### src/rtl/ariane_pkg.sv
// ariane_pkg: shared fetch types, buffer depth and fetch FSM states.
// Provides branchpredict_sbe_t (alias branch_predict_sbe_t), fetch_entry_t,
// FETCH_FIFO_DEPTH and fetch_state_e for fetch_unit and fetch_fifo.
package ariane_pkg;
  localparam int unsigned FETCH_FIFO_DEPTH = 2;
  typedef struct packed {
    logic        valid;
    logic [63:0] predict_address;
    logic        predict_taken;
  } branchpredict_sbe_t;
  typedef branchpredict_sbe_t branch_predict_sbe_t;
  typedef struct packed {
    logic [63:0]        address;
    logic [31:0]        instruction;
    branchpredict_sbe_t branch_predict;
  } fetch_entry_t;
  typedef enum logic [1:0] {IDLE, WAIT_GNT, WAIT_RVALID, WAIT_ABORTED} fetch_state_e;
endpackage

### src/rtl/fetch_fifo.sv
// fetch_fifo: circular buffer of fetch entries between the I-cache and decode.
// Ports: clk_i/rst_ni (async active-low), flush_i empties the buffer and wins
// over push_i/pop_i, data_i/data_o entry in/oldest entry out,
// full_o/empty_o/count_o occupancy. pop_i is ignored while empty.
module fetch_fifo import ariane_pkg::*; #(
  parameter int unsigned DEPTH = FETCH_FIFO_DEPTH,
  localparam int unsigned PW = $clog2(DEPTH),
  localparam int unsigned CW = PW + 1
) (
  input  logic          clk_i,
  input  logic          rst_ni,
  input  logic          flush_i,
  input  logic          push_i,
  input  fetch_entry_t  data_i,
  input  logic          pop_i,
  output fetch_entry_t  data_o,
  output logic          full_o,
  output logic          empty_o,
  output logic [CW-1:0] count_o
);
  fetch_entry_t  mem_q [DEPTH];
  logic [PW-1:0] rd_q, wr_q;
  logic [CW-1:0] cnt_q;
  logic          pop;
  assign pop     = pop_i && !empty_o;
  assign empty_o = cnt_q == '0;
  assign full_o  = cnt_q == CW'(DEPTH);
  assign count_o = cnt_q;
  assign data_o  = mem_q[rd_q];
  always_ff @(posedge clk_i or negedge rst_ni) begin
    if (!rst_ni) begin
      rd_q  <= '0;
      wr_q  <= '0;
      cnt_q <= '0;
    end else if (flush_i) begin
      rd_q  <= '0;
      wr_q  <= '0;
      cnt_q <= '0;
    end else begin
      if (push_i) wr_q <= wr_q + PW'(1);
      if (pop) rd_q <= rd_q + PW'(1);
      cnt_q <= cnt_q + CW'(push_i) - CW'(pop);
    end
  end
  always_ff @(posedge clk_i) begin
    if (push_i && !flush_i) mem_q[wr_q] <= data_i;
  end
  assert property (@(posedge clk_i) disable iff (!rst_ni) !(push_i && full_o));
endmodule

### src/rtl/fetch_unit.sv
// fetch_unit: issues one I-cache request at a time and buffers responses for decode.
// Ports: clk_i/rst_ni (async active-low), flush_i, fetch_address_i/fetch_valid_i/
// branch_predict_i from the PC generator, if_ready_o acceptance, instr_req_o/
// instr_addr_o/instr_gnt_i/instr_rvalid_i/instr_rdata_i cache handshake,
// fetch_entry_o/fetch_entry_valid_o/fetch_ack_i to decode, perf_stall_cnt_o.
// Define FETCH_PERF_CNT_EN to build the back-pressure stall counter; otherwise
// perf_stall_cnt_o is tied to zero.
module fetch_unit import ariane_pkg::*; #(
  parameter int unsigned FIFO_DEPTH = FETCH_FIFO_DEPTH
) (
  input  logic               clk_i,
  input  logic               rst_ni,
  input  logic               flush_i,
  input  logic [63:0]        fetch_address_i,
  input  logic               fetch_valid_i,
  input  branchpredict_sbe_t branch_predict_i,
  output logic               if_ready_o,
  output logic               instr_req_o,
  output logic [63:0]        instr_addr_o,
  input  logic               instr_gnt_i,
  input  logic               instr_rvalid_i,
  input  logic [31:0]        instr_rdata_i,
  output fetch_entry_t       fetch_entry_o,
  output logic               fetch_entry_valid_o,
  input  logic               fetch_ack_i,
  output logic [31:0]        perf_stall_cnt_o
);
  localparam int unsigned CW = $clog2(FIFO_DEPTH) + 1;
  localparam logic [CW-1:0] LAST = CW'(FIFO_DEPTH - 1);
  fetch_state_e       state_q, state_d;
  logic               aborted_q, aborted_d;
  logic [63:0]        addr_q, addr_d;
  branchpredict_sbe_t bp_q, bp_d;
  logic               push, issue, full, empty;
  logic [CW-1:0]      count;
  fetch_entry_t       push_entry;
  assign push_entry          = '{address: addr_q, instruction: instr_rdata_i, branch_predict: bp_q};
  assign fetch_entry_valid_o = !empty;
  always_comb begin
    state_d     = state_q;
    aborted_d   = aborted_q;
    addr_d      = addr_q;
    bp_d        = bp_q;
    if_ready_o  = 1'b0;
    instr_req_o = 1'b0;
    push        = 1'b0;
    unique case (state_q)
      IDLE: if_ready_o = !full && !flush_i;
      WAIT_GNT: begin
        instr_req_o = 1'b1;
        if (flush_i) aborted_d = 1'b1;
        if (instr_gnt_i) begin
          state_d   = (aborted_q || flush_i) ? WAIT_ABORTED : WAIT_RVALID;
          aborted_d = 1'b0;
        end
      end
      WAIT_RVALID: begin
        if (flush_i) state_d = instr_rvalid_i ? IDLE : WAIT_ABORTED;
        else if (instr_rvalid_i) begin
          push       = 1'b1;
          state_d    = IDLE;
          // The new request must still fit once this response is in the buffer.
          if_ready_o = count < LAST;
        end
      end
      WAIT_ABORTED: if (instr_rvalid_i) state_d = IDLE;
      default: state_d = IDLE;
    endcase
    issue = fetch_valid_i && if_ready_o;
    if (issue) begin
      instr_req_o = 1'b1;
      addr_d      = fetch_address_i;
      bp_d        = branch_predict_i;
      state_d     = instr_gnt_i ? WAIT_RVALID : WAIT_GNT;
    end
    instr_addr_o = {(issue ? fetch_address_i[63:2] : addr_q[63:2]), 2'b00};
  end
  always_ff @(posedge clk_i or negedge rst_ni) begin
    if (!rst_ni) begin
      state_q   <= IDLE;
      aborted_q <= 1'b0;
      addr_q    <= '0;
      bp_q      <= '0;
    end else begin
      state_q   <= state_d;
      aborted_q <= aborted_d;
      addr_q    <= addr_d;
      bp_q      <= bp_d;
    end
  end
  fetch_fifo #(.DEPTH(FIFO_DEPTH)) i_fifo (
    .clk_i   (clk_i),
    .rst_ni  (rst_ni),
    .flush_i (flush_i),
    .push_i  (push),
    .data_i  (push_entry),
    .pop_i   (fetch_ack_i),
    .data_o  (fetch_entry_o),
    .full_o  (full),
    .empty_o (empty),
    .count_o (count)
  );
`ifdef FETCH_PERF_CNT_EN
  logic [31:0] stall_q;
  always_ff @(posedge clk_i or negedge rst_ni) begin
    if (!rst_ni) stall_q <= '0;
    else if (fetch_valid_i && !if_ready_o && !flush_i) stall_q <= stall_q + 32'd1;
  end
  assign perf_stall_cnt_o = stall_q;
`else
  assign perf_stall_cnt_o = '0;
`endif
endmodule

### config.mk
export PLATFORM = sky130hd
export DESIGN_NAME = fetch_unit
export DESIGN_NICKNAME = d
export VERILOG_FILES = /design/src/rtl/ariane_pkg.sv /design/src/rtl/fetch_fifo.sv /design/src/rtl/fetch_unit.sv
export SDC_FILE = /design/constraint.sdc
export NUM_CORES = 1
export LEC_CHECK = 0
export CAP_MARGIN = 5
export CORE_ASPECT_RATIO = 0.75
export CORE_MARGIN = 4
export CORE_UTILIZATION = 40
export CTS_BUF_LIST = sky130_fd_sc_hd__clkbuf_8
export CTS_CLUSTER_SIZE = 20
export DETAILED_ROUTE_END_ITERATION = 10
export PLACE_DENSITY_LB_ADDON = 0.15
export SETUP_SLACK_MARGIN = 0.4
export SYNTH_ARGS = -nofsm -noshare
export SYNTH_HDL_FRONTEND = slang
export SYNTH_SLANG_ARGS = --single-unit
### constraint.sdc
create_clock -name clk_i -period 10.3 [get_ports clk_i]
set_input_delay 2.06 -clock clk_i [delete_from_list [all_inputs] [get_ports clk_i]]
set_output_delay 2.06 -clock clk_i [all_outputs]
set_load 0.02 [all_outputs]
==> flow_summary.ini <==
[outcome]
status = finished clean

[sta]
tightest_slew_ns = 0.965
relSlewSlack_pct = 35.6
fmax_ghz = 0.151
min_period_over_period_pct = 64.2
hold_viol = 0
grt_setup_unrepaired = no
finClkSkew_ns = 0.0233
finalMaxSlewViolations = 0
setup_tns_ns = 0
post-route-min-period_ns = 6.61
setup-violations-final = 0

[clock_network]
max-clock-path-buffers = 3
h-tree-depth = 3
post-cts-setup-buffers = 0
hold_buffers = 0
cts-root-buf = clkbuf_8
cts_buffers = 73
cts_resized = 0
cts.sinks = 461
cts.clk_slew.worst_paths_ns = 0.06
cts_tree = yes
worst_skew_pair.late_latency_ns = 0.60

[routing]
detail_route.wl_per_cell_um = 19.9
drtIter0Drc = 368
drtAntennaViolNets = 0
wl_mm = 38.4
num_vias = 8947
route.detailed.drc = 0
via_per_inst = 4.63
firstDrtPassIters = 4

[cells_and_area]
layout_commonest_cell = clkdlybuf4s50_1
layout_common_cells = 394 x clkdlybuf4s50_1, 324 x edfxtp_1, 225 x mux2_2
area_growth_pct = 33.4
final_layout_size_suffix_gt1_share_pct = 29.6
layout.nets = 1475

[yosys]
ys_types = 29
yosysWarnings = 0
synth_edf_count = 324
yosysTopAreaCellShare_pct = 55.9
syn_area_per_cell_um2 = 20.3
synth_cells = 857
synth_area_um2 = 17400
yosysSeqAreaShare_pct = 75.6
async_flop_share_pct = 29.7
netlist_top_cells_area = edfxtp_1 56%, dfrtp_1 20%, mux2_2 15%
synth_top_area_cell = edfxtp_1
ys.flop_type = edfxtp_1
synth_seq_cells = 461

[floorplan]
initial_core_util_pct = 40.9
die_x_um = 249
core_area_um2 = 42500
rows = 65
ioPinCount = 430
die_h_um = 189
dieArea_um2 = 47000

[global_route]
grt_overflow_total = 0
grt_pass1_wl_mm = 57.8
grt_max_degree = 92
first_global_vias = 9469
antenna_found_initial = 5
grtUsageTotal_pct = 16.0

[critical_path]
crit_type = input pin to primary output
reg2reg_slack_ns = 7.51
cp-end-kind = primary output
cp.arrival_ns = 4.55
crit_required_ns = 8.24
r2r_cells = 5
worstReg2RegStart = state_q[0]$_DFFE_PN0P_
critical_path.startpoint_type = input pin
regToRegEndpoint = i_fifo.mem_q[0][43]$_DFFE_PP_
crit_fanout = 42

[hold_path]
min_path_cells = 0
hold_path_class = flop to flop
hold_path_end = i_fifo.mem_q[1][40]$_DFFE_PP_
min_from = bp_q[40]$_DFFE_PN0N_

[flow_run]
drv_cap = 0

[power]
p_leak_nw = 8.67
power_mw = 6.03
vdd_drop_max_v = 0.000148
powerDensity_nw_per_um2 = 260

[placement]
dp_hpwl_mm = 24.6
port_buffers = 395
gp_congestion = 0.727
==> stage by stage <==
| stage | instance area [µm²] | setup slack [ns] | hold slack [ns] | utilization [%] | cells |
|---|---|---|---|---|---|
| 2_1_floorplan | 17500 | 0.343 | 0.437 | - | 890 |
| 3_3_place_gp | 21800 | 3.70 | 0.441 | 51.4 | 1798 |
| 3_5_place_dp | 21800 | 3.68 | 0.448 | 51.4 | 1798 |
| 4_1_cts | 23200 | 3.68 | 0.457 | 54.6 | 1930 |
| 5_1_grt | 23200 | 3.60 | 0.467 | 54.6 | 1930 |
| 6_report | 23200 | 3.69 | 0.458 | 54.6 | 1931 |
==> sequential cells by signal, indices dropped and copies added (netlist names) <==
| signal | count |
|---|---|
| aborted_q | 1 |
| addr_q | 64 |
| bp_q | 66 |
| i_fifo.count_o | 2 |
| i_fifo.mem_q | 324 |
| i_fifo.rd_q | 1 |
| i_fifo.wr_q | 1 |
| state_q | 2 |
==> worst max-delay path by stage <==
stage / startpoint / end / slack (ns) / cells past startpoint
finish: flush_i / instr_addr_o[18] / 3.69 / 6
global route: flush_i / instr_addr_o[28] / 3.60 / 6
CTS: flush_i / instr_addr_o[28] / 3.68 / 6
detailed placement: flush_i / instr_addr_o[28] / 3.68 / 6
global placement: flush_i / instr_addr_o[18] / 3.70 / 6
floorplan: flush_i / i_fifo.mem_q[0][0]$_DFFE_PP_ / 0.34 / 4
==> area by class of cell <==
| class | count | area, µm² |
|---|---|---|
| clock buffer | 83 | 1140 |
| timing repair buffer | 406 | 4050 |
| multi-input combinational | 357 | 3900 |
| antenna | 1 | 2.50 |
| inverter | 5 | 18.8 |
| clock inverter | 49 | 229 |
| fill | 3410 | 19300 |
| sequential | 461 | 13200 |
| tap | 569 | 712 |
==> logic make-up after synthesis <==
kind of cell	share of synthesized area, %
DFF	75.6
adders and majority gates	0.144
xor gates and xnor gates	0.151
AOI/OAI and AO/OA	0.417
other	0.0215
muxes	20.4
and+or+nand+nor	0.517
buffers and inverters	2.80
==> synthesized netlist by cell type, types with 3 or more instances <==
| master | n |
|---|---|
| a21oi_1 | 3 |
| buf_2 | 24 |
| buf_4 | 34 |
| buf_6 | 8 |
| dfrtp_1 | 137 |
| edfxtp_1 | 324 |
| inv_1 | 4 |
| mux2_2 | 225 |
| mux2_4 | 66 |
| nor2_1 | 5 |
| nor2b_1 | 4 |
| o21ai_0 | 3 |
==> critical path: stages <==
cell	delay (ns)
clkdlybuf4s50_1	0.68
nor2_4	0.09
o2111ai_4	0.09
buf_4	0.63
mux2_4	0.36
clkdlybuf4s50_1	0.55
==> layer usage <==
metal  track usage (%)  vias up  share of wire, %
met5                 0        -              0.16
met4              3.86        8               1.8
met3              7.33       72               9.0
met2              25.2      280                47
met1              20.4     4484                42
li1                  -     4103                 -
==> power by group <==
| part | leakage, nW | switching, mW | total (mW) | internal [mW] |
|---|---|---|---|---|
| registers | 4.55 | 0.262 | 2.76 | 2.50 |
| logic | 3.29 | 0.836 | 1.83 | 0.991 |
| clock network | 0.831 | 0.682 | 1.44 | 0.761 |
| total | 8.67 | 1.78 | 6.03 | 4.25 |
No activity file was read; power rests on OpenSTA's default activity.
